===== src/rtl/hardfloat_test_sequencer.sv =====
// Feeds test vectors to a hardfloat unit and checks its in-order results against a FIFO of expectations.
// Result -> record/counters in 1 cycle; issue stalls on dut_in_ready low or a full in-flight FIFO.
module hardfloat_test_sequencer #(
  parameter int DATA_W          = 33,
  parameter int FLAGS_W         = 5,
  parameter int DEPTH           = 8,
  parameter int MAX_ERRORS      = 20,
  parameter int REPORT_INTERVAL = 10000,
  parameter int CNT_W           = 32
) (
  input  logic               clk,
  input  logic               reset,
  input  logic               start,
  input  logic               vec_valid,
  output logic               vec_ready,
  input  logic               vec_last,
  input  logic [DATA_W-1:0]  vec_expected,
  input  logic [FLAGS_W-1:0] vec_exp_flags,
  output logic               dut_in_valid,
  input  logic               dut_in_ready,
  input  logic               dut_out_valid,
  input  logic [DATA_W-1:0]  dut_out_data,
  input  logic [FLAGS_W-1:0] dut_out_flags,
  output logic               mismatch_valid,
  output logic [CNT_W-1:0]   mismatch_index,
  output logic [DATA_W-1:0]  mismatch_expected,
  output logic [DATA_W-1:0]  mismatch_actual,
  output logic [FLAGS_W-1:0] mismatch_exp_flags,
  output logic [FLAGS_W-1:0] mismatch_act_flags,
  output logic [CNT_W-1:0]   test_count,
  output logic [CNT_W-1:0]   error_count,
  output logic               progress,
  output logic               busy,
  output logic               done,
  output logic               aborted,
  output logic               proto_err
);

  localparam int AW = $clog2(DEPTH);
  localparam logic [AW:0]      FULL_OCC  = (AW+1)'(DEPTH);
  localparam logic [CNT_W-1:0] ERR_LAST  = CNT_W'(MAX_ERRORS - 1);
  localparam logic [CNT_W-1:0] RPT_LAST  = CNT_W'(REPORT_INTERVAL - 1);

  typedef enum logic [2:0] {IDLE, RUN, DRAIN, DONE, ABORT} state_t;

  state_t state, state_nxt;

  logic [DATA_W-1:0]  fifo_exp [DEPTH];
  logic [FLAGS_W-1:0] fifo_flg [DEPTH];
  logic [AW-1:0]      wr_ptr, rd_ptr;
  logic [AW:0]        occ, occ_nxt;
  logic               full, empty;

  logic               active, fire, pop, stray, cmp_pass, err_hit;
  logic [CNT_W-1:0]   rpt_cnt;

  assign active   = (state == RUN) || (state == DRAIN);
  assign fire     = (state == RUN) && vec_valid && dut_in_ready && !full;
  assign pop      = active && dut_out_valid && !empty;
  assign stray    = active && dut_out_valid && empty;
  // Case equality so any X/Z on the returned result is reported as a mismatch.
  assign cmp_pass = (dut_out_data === fifo_exp[rd_ptr]) && (dut_out_flags === fifo_flg[rd_ptr]);
  assign err_hit  = pop && !cmp_pass && (error_count == ERR_LAST);

  assign busy    = active;
  assign done    = (state == DONE);
  assign aborted = (state == ABORT);

  always_ff @(posedge clk) begin
    if (reset) state <= IDLE;
    else       state <= state_nxt;
  end

  always_comb begin
    state_nxt    = state;
    vec_ready    = 1'b0;
    dut_in_valid = 1'b0;
    case (state)
      IDLE:  if (start) state_nxt = RUN;
      RUN: begin
        dut_in_valid = vec_valid && !full;
        vec_ready    = dut_in_ready && !full;
        if (fire && vec_last) state_nxt = DRAIN;
      end
      DRAIN: if (empty) state_nxt = DONE;
      default: ;
    endcase
    if (err_hit) state_nxt = ABORT;
  end

  always_ff @(posedge clk) begin
    if (fire) begin
      fifo_exp[wr_ptr] <= vec_expected;
      fifo_flg[wr_ptr] <= vec_exp_flags;
    end
  end

  assign occ_nxt = occ + {{AW{1'b0}}, fire} - {{AW{1'b0}}, pop};

  // full/empty come from the registered occupancy, so a pop never frees a slot the same cycle.
  always_ff @(posedge clk) begin
    if (reset) begin
      wr_ptr <= '0;
      rd_ptr <= '0;
      occ    <= '0;
      full   <= 1'b0;
      empty  <= 1'b1;
    end else begin
      if (fire) wr_ptr <= wr_ptr + AW'(1);
      if (pop)  rd_ptr <= rd_ptr + AW'(1);
      occ   <= occ_nxt;
      full  <= (occ_nxt == FULL_OCC);
      empty <= (occ_nxt == '0);
    end
  end

  always_ff @(posedge clk) begin
    if (reset) begin
      mismatch_valid     <= 1'b0;
      mismatch_index     <= '0;
      mismatch_expected  <= '0;
      mismatch_actual    <= '0;
      mismatch_exp_flags <= '0;
      mismatch_act_flags <= '0;
      test_count         <= '0;
      error_count        <= '0;
      rpt_cnt            <= '0;
      progress           <= 1'b0;
      proto_err          <= 1'b0;
    end else begin
      mismatch_valid <= 1'b0;
      progress       <= 1'b0;
      if (stray) proto_err <= 1'b1;
      if (pop) begin
        if (test_count != '1) begin
          test_count <= test_count + CNT_W'(1);
          if (rpt_cnt == RPT_LAST) begin
            rpt_cnt  <= '0;
            progress <= 1'b1;
          end else begin
            rpt_cnt <= rpt_cnt + CNT_W'(1);
          end
        end
        if (!cmp_pass) begin
          mismatch_valid     <= 1'b1;
          mismatch_index     <= test_count;
          mismatch_expected  <= fifo_exp[rd_ptr];
          mismatch_actual    <= dut_out_data;
          mismatch_exp_flags <= fifo_flg[rd_ptr];
          mismatch_act_flags <= dut_out_flags;
          if (error_count != '1) error_count <= error_count + CNT_W'(1);
        end
      end
    end
  end

endmodule


===== config.mk =====
export PLATFORM = sky130hd
export DESIGN_NAME = hardfloat_test_sequencer
export DESIGN_NICKNAME = d
export VERILOG_FILES = /design/src/rtl/hardfloat_test_sequencer.sv
export SDC_FILE = /design/constraint.sdc
export NUM_CORES = 1
export LEC_CHECK = 0
export ABC_AREA = 1
export ABC_CLOCK_PERIOD_IN_PS = 4400
export BUFFER_PORTS_ARGS = -buffer_cell sky130_fd_sc_hd__buf_2
export CAP_MARGIN = 10
export CORE_ASPECT_RATIO = 0.75
export CORE_MARGIN = 5
export CORE_UTILIZATION = 25
export CTS_CLUSTER_DIAMETER = 50
export DETAILED_ROUTE_END_ITERATION = 12
export HOLD_SLACK_MARGIN = 0.08
export PLACE_DENSITY = 0.43
export SYNTH_ARGS = -nofsm -noshare
export SYNTH_HDL_FRONTEND = slang
export SYNTH_SLANG_ARGS = --single-unit

===== constraint.sdc =====
create_clock -name clk -period 4.4 [get_ports clk]
set_input_delay 0.22 -clock clk [delete_from_list [all_inputs] [get_ports clk]]
set_output_delay 0.22 -clock clk [all_outputs]
set_load 0.02 [all_outputs]

==> impl_metrics.json, run 1 <==
{
  "final_nets": 3147,
  "finalSetupViolCount": 0,
  "layout_min_cycle_time_ps": 3619,
  "final_hold_viol_count": 0,
  "cts_root_buffer": "clkbuf_16",
  "cp-end-kind": "flip-flop",
  "grt_pass1_vias": 18670,
  "synth_cells": 2720,
  "syn-num-nets": 2813,
  "worstMarginPinSlew_ps": 881.0,
  "finalCritPeriodShare_pct": 82.25,
  "synth_fa_ha_area_share_pct": 0.5661,
  "pwr-share-seq_pct": 41.7,
  "routed_wl_um": 79530,
  "track_usage_pct": 15.66,
  "ir_worst_vdd_uv": 269.0,
  "clk_path_buf_depth": 3,
  "fin_util_pct": 31.61,
  "synth-edff-count": 304,
  "relSlewSlack_pct": 40.72,
  "cts_tree": "yes",
  "io_pins": 263,
  "synthXorXnorAreaFrac_pct": 1.570,
  "finClkSkew_ps": 27.26,
  "rsz0062_at_grt": "false",
  "slowest_delay_ps": 410,
  "place_inst": 4136,
  "critical_path_buf_inv_count": 4,
  "htree_levels": 3,
  "p_total_uw": 13270,
  "synth_cell_types": 39,
  "drcViolationCount": 0,
  "cts.sinks": 529,
  "p_int_uw": 9570,
  "crit_type": "reg2reg",
  "postPlaceCellArea_um2": 26180,
  "drive_gt1_share_pct": 14.62,
  "clk_latency_ps": 620,
  "rows": 97,
  "clk_pin_slew_ps": 60,
  "via_per_inst": 4.450,
  "synth_area_um2": 23430,
  "leakage_uw": 0.01170,
  "core_um2": 93210,
  "critPathSlowestCell": "inv_6",
  "die_y_um": 275.1,
  "port_buffers": 262,
  "synth_top_family_by_area": "simple AND/OR/NAND/NOR gates",
  "ys_warn_count": 0,
  "synth_compound_area_share_pct": 6.687,
  "wire_per_inst_um": 18.27,
  "grt_start_max_net_pins": 88,
  "multiInputGateArea_um2": 8233,
  "antenna_found_initial": 7,
  "num_vias": 19370,
  "drt_iter0_markers": 1508,
  "p_switching_uw": 3704,
  "cts_inserted_buffers": 75,
  "crit_required_ps": 4900,
  "yosysSeqAreaShare_pct": 58.19,
  "cap_violations": 0,
  "hold_class": "in2reg",
  "path_common_cell": "nand2_1",
  "die_x_um": 363.5,
  "synth.avg_cell_area_um2": 8.613,
  "synth_area_leaders": "edfxtp_1, dfxtp_1, nand2_1, nor2_1, inv_1",
  "fmax_mhz": 276.3,
  "hpwlAfterDp_um": 51980,
  "yosys.area_share.simple_pct": 26.13,
  "p_per_area_nw_per_um2": 450.6,
  "timing.setup.tns_ps": 0,
  "crit_family": "simple AND/OR/NAND/NOR gates",
  "slew_violations": 0,
  "status": "completed",
  "p_sw_share_pct": 27.90,
  "yosysTopAreaCellShare_pct": 38.97,
  "async_reset_ff_share_pct": 0,
  "cp.arrival_ps": 4120,
  "grt-ovfl-total": 0,
  "ys.flop_type": "edfxtp_1",
  "die_area_um2": 100000,
  "firstDrtPassIters": 5,
  "path_cells": "inv_4 -> buf_12 -> nand2_1 -> nand2_1 -> nand2_1 -> o21ai_1 -> nand2_1 -> nand2_1 -> nand2_1 -> nand3_1 -> nor2_1 -> nand2_1 -> nor2_2 -> nand3_2 -> nand2_4 -> inv_6 -> buf_12 -> nand2_1 -> nand2_1 -> nor2_1",
  "synth_seq_cells": 529,
  "p_clk_share_pct": 45.5,
  "seq_area_um2": 13640,
  "start_util_pct": 25.13,
  "synth_top_cell_by_area": "edfxtp_1",
  "cp_max_fo": 48,
  "cts_setup_buffers": 0,
  "combPwrFrac_pct": 12.7,
  "postCtsHoldBufs": 78,
  "fill_cells": 9904,
  "antenna_left": 0,
  "setup.worst_path.start_class": "flip-flop",
  "cts_resized": 0,
  "area_growth_pct": 25.75,
  "gp_congestion": 0.8463,
  "grt_pass1_wl_um": 119800,
  "synth_mux_area_share_pct": 0,
  "layoutNonFillerInstCount": 4353,
  "fin_area_um2": 29460
}
==> area by class of cell <==
cell class | count | share of cell area, %
antenna | 4 | 0.03398
clock buffer | 94 | 6.965
clock inverter | 41 | 1.482
inverter | 256 | 3.296
multi-input combinational | 1812 | 27.95
sequential | 529 | 46.31
tap | 1237 | 5.254
timing repair buffer | 380 | 8.715
==> cell usage after synthesis, types with 5 or more instances <==
| cell | number |
|---|---|
| clkbuf_1 | 53 |
| nor3b_1 | 7 |
| xnor2_1 | 5 |
| a211oi_1 | 6 |
| o21ai_0 | 157 |
| buf_6 | 12 |
| xor2_1 | 37 |
| a21oi_1 | 79 |
| buf_1 | 7 |
| nand3b_1 | 14 |
| nand4_1 | 60 |
| inv_1 | 251 |
| nand2_1 | 628 |
| edfxtp_1 | 304 |
| nor2_1 | 489 |
| buf_2 | 38 |
| ha_1 | 9 |
| a21oi_2 | 8 |
| o21a_1 | 5 |
| nor3_1 | 67 |
| nand3_1 | 156 |
| dfxtp_1 | 225 |
| o211ai_1 | 8 |
| or2_2 | 8 |
| buf_4 | 12 |
| o21ai_1 | 29 |
| nor4_1 | 28 |
==> flip-flops by register name (all words and copies together), names as in the netlist, 5 cells and up, named ones only <==
signal / count
mismatch_exp_flags: 5
fifo_flg: 40
mismatch_expected: 33
rpt_cnt: 32
mismatch_index: 32
mismatch_act_flags: 5
mismatch_actual: 33
error_count: 32
fifo_exp: 264
test_count: 32
==> through the flow <==
stage	hold slack, ps	setup WS, ps
5_1_grt	122.6	465.8
2_1_floorplan	318.9	115.1
3_5_place_dp	448.7	736.7
4_1_cts	82.34	711.4
3_3_place_gp	444.1	734.1
6_report	110.0	780.9
==> tightest hold or removal path, stage by stage <==
cell and delay, ps:
buf_2 90, inv_1 60, nor3_1 120, nand2_1 110
a21oi_1 60
==> power by group through the flow <==
stage               Clock, uW  Combinational (uW)  Sequential [uW]
finish                   6050                1690             5540
global route             6450                1910             5570
CTS                      6230                1720             5540
detailed placement          0                1650             5650
global placement            0                1650             5650
floorplan                   0                 889             5790
==> cells in the final DEF (no fill, tap or decap), drive strengths merged, types with 7 or more instances in the layout <==
cell type,Yosys,final
nand2,629,629
nor2,490,490
edfxtp,304,304
buf,69,302
inv,254,268
dfxtp,225,225
o21ai,186,186
nand3,157,157
clkbuf,54,94
a21oi,87,87
dlygate4sd3,0,78
nor3,67,67
nand4,60,60
xor2,37,37
nor4,28,28
clkinv,2,22
nand3b,14,14
ha,9,9
or2,8,8
o211ai,8,8
nor3b,7,7
==> cells by family after synthesis <==
logic type | Yosys count
DFF | 529
xor gates and xnor gates | 42
AOI/OAI and AO/OA | 296
adders and majority gates | 10
and+or+nand+nor | 1464
buffers and inverters | 379
==> metal layers <==
metal | vias to the layer above | track usage, % | wire length (um)
li1 | 9667 | - | -
met1 | 9083 | 23.12 | 39840
met2 | 515 | 23.33 | 33070
met3 | 101 | 3.473 | 5116
met4 | 6 | 3.592 | 1468
met5 | - | 0 | 39
==> final timing paths <==
path | slack, ps | start | cells after the start | to
hold reg to reg | 460 | proto_err | 2 | proto_err
hold / removal | 110 | vec_valid | 5 | wr_ptr[2]
setup / recovery | 780 | flip-flop | 20 | mismatch_expected[29]
setup reg to reg | 780 | flip-flop | 20 | mismatch_expected[29]
(Power assumes the default switching activity.)
==> run 2, diff against run 1 <==
Settings changed: ABC_CLOCK_PERIOD_IN_PS 4400 to 3340, PLACE_DENSITY 0.43 to 0.42.
Clock period 4.4 ns to 3.34 ns, I/O delays scaled along.
==> run 2 against run 1 <==
Effect of this change: sequential power up 32%; combinational power increased by 36%; fmax rose by 19%; clock-buffer cell count increased by 5; non-clock buffer count increased by 30; clock skew increased by 22 ps; power up 37%; highest routed layer unchanged; critical endpoint is now mismatch_act_flags[0]; global-route usage grew 0.42 points.
==> impl_metrics.json, run 2 (synthesized netlist as in run 1, its figures left out) <==
{
  "status": "completed",
  "firstDrtPassIters": 5,
  "worstHoldPathCells": 2,
  "port_buffers": 262,
  "cts_root_buffer": "clkbuf_16",
  "p_per_area_nw_per_um2": 603.8,
  "clk_latency_ps": 660,
  "cp-end-kind": "flip-flop",
  "clk_pin_slew_ps": 60,
  "critPathSlowestCell": "dfxtp_4",
  "place_inst": 4161,
  "finalCritPeriodShare_pct": 91.10,
  "via_per_inst": 4.444,
  "htree_levels": 3,
  "r2r_slack_ps": 300,
  "track_usage_pct": 16.08,
  "drive_gt1_share_pct": 15.80,
  "routed_wl_um": 81380,
  "rows": 97,
  "hold_class": "in2reg",
  "die_y_um": 275.1,
  "cts_tree": "yes",
  "crit_family": "simple AND/OR/NAND/NOR gates",
  "finClkSkew_ps": 49.76,
  "wirelength_met1_um": 41480,
  "wl_met2_um": 33330,
  "wire_per_inst_um": 18.52,
  "r2r_end": "mismatch_act_flags[0]",
  "layoutNonFillerInstCount": 4394,
  "mostFrequentLayoutCells": "nand2_1, nor2_1, edfxtp_1",
  "final_hold_viol_count": 0,
  "die_area_um2": 100000,
  "num_vias": 19530,
  "antenna_found_initial": 7,
  "gp_congestion": 0.8571,
  "drt_iter0_markers": 1525,
  "layout_min_cycle_time_ps": 3043,
  "path_common_cell": "nand2_1",
  "cts.sinks": 529,
  "drcViolationCount": 0,
  "reg2regPathDepth": 18,
  "min_to": "fifo_exp[7][21]",
  "area_growth_pct": 28.64,
  "final_common_cell": "nand2_1",
  "cp_max_fo": 15,
  "hold_start": "vec_expected[21]",
  "grt_pass1_vias": 18690,
  "path_cells": "inv_4 -> buf_4 -> nand2_1 -> nand3_1 -> nand3_1 -> nand2_1 -> nand2_1 -> nand2_1 -> nand3_1 -> nor2_1 -> nand2_1 -> nor2_2 -> nand3_2 -> nand2_4 -> buf_12 -> buf_4 -> o21ai_0 -> nor2_1",
  "final_nets": 3180,
  "cp.arrival_ps": 3630,
  "crit_required_ps": 3930,
  "cts_inserted_buffers": 78,
  "slew_violations": 0,
  "reg.largest.list": "fifo_exp: 264 flops, fifo_flg: 40 flops",
  "relSlewSlack_pct": 39.43,
  "p_total_uw": 18200,
  "grt_start_max_net_pins": 73,
  "leakage_uw": 0.01200,
  "die_x_um": 363.5,
  "critical_path_buf_inv_count": 4,
  "fin_area_um2": 30140,
  "regMostFlops": "fifo_exp",
  "io_pins": 263,
  "highest_layer": "met5",
  "antenna_left": 0,
  "grt_pass1_wl_um": 122400,
  "slowest_delay_ps": 380,
  "start_util_pct": 25.13,
  "layout_setup_ws_ps": 297.2,
  "dr_wl_met3_um": 5020,
  "fin_util_pct": 32.33,
  "clk_path_buf_depth": 3,
  "dp_slack_ps": 212.5,
  "ir_worst_vdd_uv": 364.4,
  "setup.worst_path.start_class": "flip-flop",
  "crit_type": "reg2reg",
  "core_um2": 93210,
  "fmax_mhz": 328.6,
  "rsz0062_at_grt": "false",
  "cap_violations": 0,
  "postPlaceCellArea_um2": 26490,
  "largest_reg_flops": 264,
  "hpwlAfterDp_um": 53460,
  "grt-ovfl-total": 0,
  "worstMarginPinSlew_ps": 900.3,
  "finalSetupViolCount": 0
}
## run 2: how the worst max path moves through the flow
stage	end	start	cells after the start	slack [ps]
floorplan	fifo_exp[1][0]	state[2]	9	-940
finish	mismatch_act_flags[0]	flip-flop	18	300
CTS	mismatch_act_flags[0]	flip-flop	17	190
global route	mismatch_expected[5]	flip-flop	19	50
detailed placement	mismatch_act_flags[0]	flip-flop	17	210
global placement	mismatch_index[29]	flip-flop	17	230
## run 2: routing by layer
| layer | track usage [%] | vias to the layer above |
|---|---|---|
| li1 | - | 9750 |
| met1 | 24.24 | 9188 |
| met2 | 23.54 | 487 |
| met3 | 3.220 | 98 |
| met4 | 3.810 | 6 |
| met5 | 0 | - |
## run 2: worst reg2reg max path, cell delays in order, from the launching register on
cell and delay [ps]:
dfxtp_4 380, inv_4 210, buf_4 280, nand2_1 90, nand3_1 70, nand3_1 140
nand2_1 210, nand2_1 70, nand2_1 90, nand3_1 70, nor2_1 130, nand2_1 170
nor2_2 200, nand3_2 120, nand2_4 140, buf_12 180, buf_4 210, o21ai_0 120
nor2_1 120
## run 2: metrics by stage
stage / hold WS, ps / setup TNS (ps)
6_report: 339.5 / 0
5_1_grt: 332.9 / 0
4_1_cts: 284.4 / 0
3_5_place_dp: 446.5 / 0
3_3_place_gp: 441.9 / 0
2_1_floorplan: 265.9 / -143610
## run 2: cell type report
class,count,area [um2]
diodes,5,12.51
clock buffers,99,2152
clock inverters,46,631.9
fillers,9901,63070
inverters,256,970.9
multi-input cells,1812,8263
flip-flops and latches,529,13640
well taps,1237,1548
repair buffers,410,2917
## run 2: where the power goes
part | total, uW | switching, uW | leakage (uW) | internal, uW
combinational | 2290 | 1540 | 0.00611 | 752
clock | 8590 | 3470 | 0.00133 | 5120
sequential | 7320 | 165 | 0.00456 | 7150
## run 2: repair_timing
action                     in CTS  in global routing
resized for setup               0                  4
hold endpoints to repair      355                  0
hold buffers                   83                  0
buffers inserted                0                  0
setup endpoints to repair       0                 64
==> run 3, diff against run 2 <==
Settings changed: RECOVER_POWER set to 50.
==> run 3 against run 2 <==
Effect of this change: the flow now finishes with violations (capacitance limit, slew limit); design area fell by 1.1%; die area did not move; combinational power fell by 3%; first-iteration DRC count fell by 2.2%; via count fell by 0.57%; clock power barely moved; largest cell class unchanged; wire length rose by 0.13%; register-to-register slack barely moved; sequential cell count did not move; hold slack improved by 2.3 ps; fmax fell by 0.26%.
==> impl_metrics.json, run 3 (synthesized netlist as in run 1, its figures left out) <==
{
  "status": "finished with violations",
  "violations": "capacitance limit, slew limit",
  "antenna_found_initial": 7,
  "finalCritPeriodShare_pct": 91.34,
  "via_per_inst": 4.419,
  "cts.sinks": 529,
  "regMostFlops": "fifo_exp",
  "finClkSkew_ps": 51.36,
  "clk_pin_slew_ps": 60,
  "final_common_cell": "nand2_1",
  "reg.largest.list": "fifo_exp: 264 flops, fifo_flg: 40 flops",
  "wire_per_inst_um": 18.55,
  "relSlewSlack_pct": -9.232,
  "port_buffers": 262,
  "dp_slack_ps": 212.5,
  "final_hold_viol_count": 0,
  "cap_violations": 3,
  "track_usage_pct": 16.08,
  "drive_gt1_share_pct": 8.820,
  "slowest_delay_ps": 410,
  "path_common_cell": "nand2_1",
  "mostFrequentLayoutCells": "nand2_1, nor2_1, edfxtp_1",
  "crit_required_ps": 3860,
  "cp.arrival_ps": 3580,
  "clk_path_buf_depth": 3,
  "leakage_uw": 0.01110,
  "cts_tree": "yes",
  "cp-end-kind": "flip-flop",
  "ir_worst_vdd_uv": 365.0,
  "core_um2": 93210,
  "io_pins": 263,
  "cts_root_buffer": "clkbuf_16",
  "drt_iter0_markers": 1491,
  "routed_wl_um": 81490,
  "rows": 97,
  "gp_congestion": 0.8571,
  "antenna_left": 0,
  "rsz0062_at_grt": "false",
  "finalSetupViolCount": 0,
  "layout_min_cycle_time_ps": 3051,
  "clk_latency_ps": 660,
  "critPathSlowestCell": "dfxtp_4",
  "grt_pass1_vias": 18690,
  "cts_inserted_buffers": 78,
  "hpwlAfterDp_um": 53460,
  "hold_class": "in2reg",
  "grt_start_max_net_pins": 73,
  "layout_setup_ws_ps": 289.2,
  "final_nets": 3180,
  "path_cells": "buf_16 -> nand2_1 -> nand3_1 -> nand3_1 -> nand2_1 -> nand2_1 -> nand2_1 -> nand2_1 -> nor2_1 -> nand2_1 -> nor2_2 -> nand3_2 -> buf_4 -> nand3_1 -> buf_4 -> nand2_1 -> a21oi_1",
  "worstMarginPinSlew_ps": 1638,
  "start_util_pct": 25.13,
  "die_y_um": 275.1,
  "firstDrtPassIters": 5,
  "crit_type": "reg2reg",
  "area_growth_pct": 27.23,
  "grt-ovfl-total": 0,
  "grt_pass1_wl_um": 122400,
  "slew_violations": 146,
  "cp_max_fo": 70,
  "die_area_um2": 100000,
  "drcViolationCount": 0,
  "setup.worst_path.start_class": "flip-flop",
  "fmax_mhz": 327.8,
  "htree_levels": 3,
  "largest_reg_flops": 264,
  "fin_hold_ws_ps": 341.8,
  "p_per_area_nw_per_um2": 608.8,
  "die_x_um": 363.5,
  "num_vias": 19420
}
[run 3: metrics by stage]
step	cell area (um2)	setup TNS [ps]	total power [uW]	cells	utilization (%)
global placement	26490	0	9682	4161	28.42
floorplan	23450	-143610	8804	2720	-
CTS	30110	0	18490	4389	32.30
finish	29810	0	18150	4394	31.98
global route	29800	0	19060	4390	31.97
detailed placement	26490	0	9680	4161	28.42
[run 3: cell type report]
class                      count  area, um2
antenna                        5      12.51
tap                         1237       1548
clock buffer                  99       2152
sequential                   529      13640
clock inverter                46      631.9
inverter                     256      970.9
multi-input combinational   1812       8258
timing repair buffer         410       2592
fill                        9975      63400
[run 3: repair_timing]
action	4_1_cts	5_1_grt
gates resized for setup	0	4
setup endpoints to repair	0	64
setup buffers	0	0
hold endpoints to repair	355	0
hold buffers	83	0
[run 3: critical path: cells and delay by family (launching register included)]
family / cells / cell delay (ps)
compound gates: 1 / 130
flops: 1 / 410
buf+inv: 3 / 690
simple gates: 13 / 1660
[run 3: worst paths after layout]
kind	start	end	depth (start not counted)	slack (ps)
hold reg to reg	proto_err	proto_err	2	450
hold / removal	dut_out_data[19]	mismatch_actual[19]	4	340
setup / recovery	flip-flop	error_count[27]	17	290
setup reg to reg	flip-flop	error_count[27]	17	290
[run 3: layer usage]
| metal | global-route usage (%) | share of wire (%) | vias up |
|---|---|---|---|
| met2 | 23.54 | 41 | 472 |
| li1 | - | - | 9733 |
| met3 | 3.220 | 5.9 | 96 |
| met1 | 24.24 | 51 | 9111 |
| met5 | 0 | 0.042 | - |
| met4 | 3.810 | 1.9 | 6 |
[run 3: power breakdown]
| group | total [uW] | internal, uW | switching (uW) |
|---|---|---|---|
| registers | 7320 | 7150 | 170 |
| logic | 2230 | 691 | 1540 |
| clock network | 8600 | 5120 | 3470 |
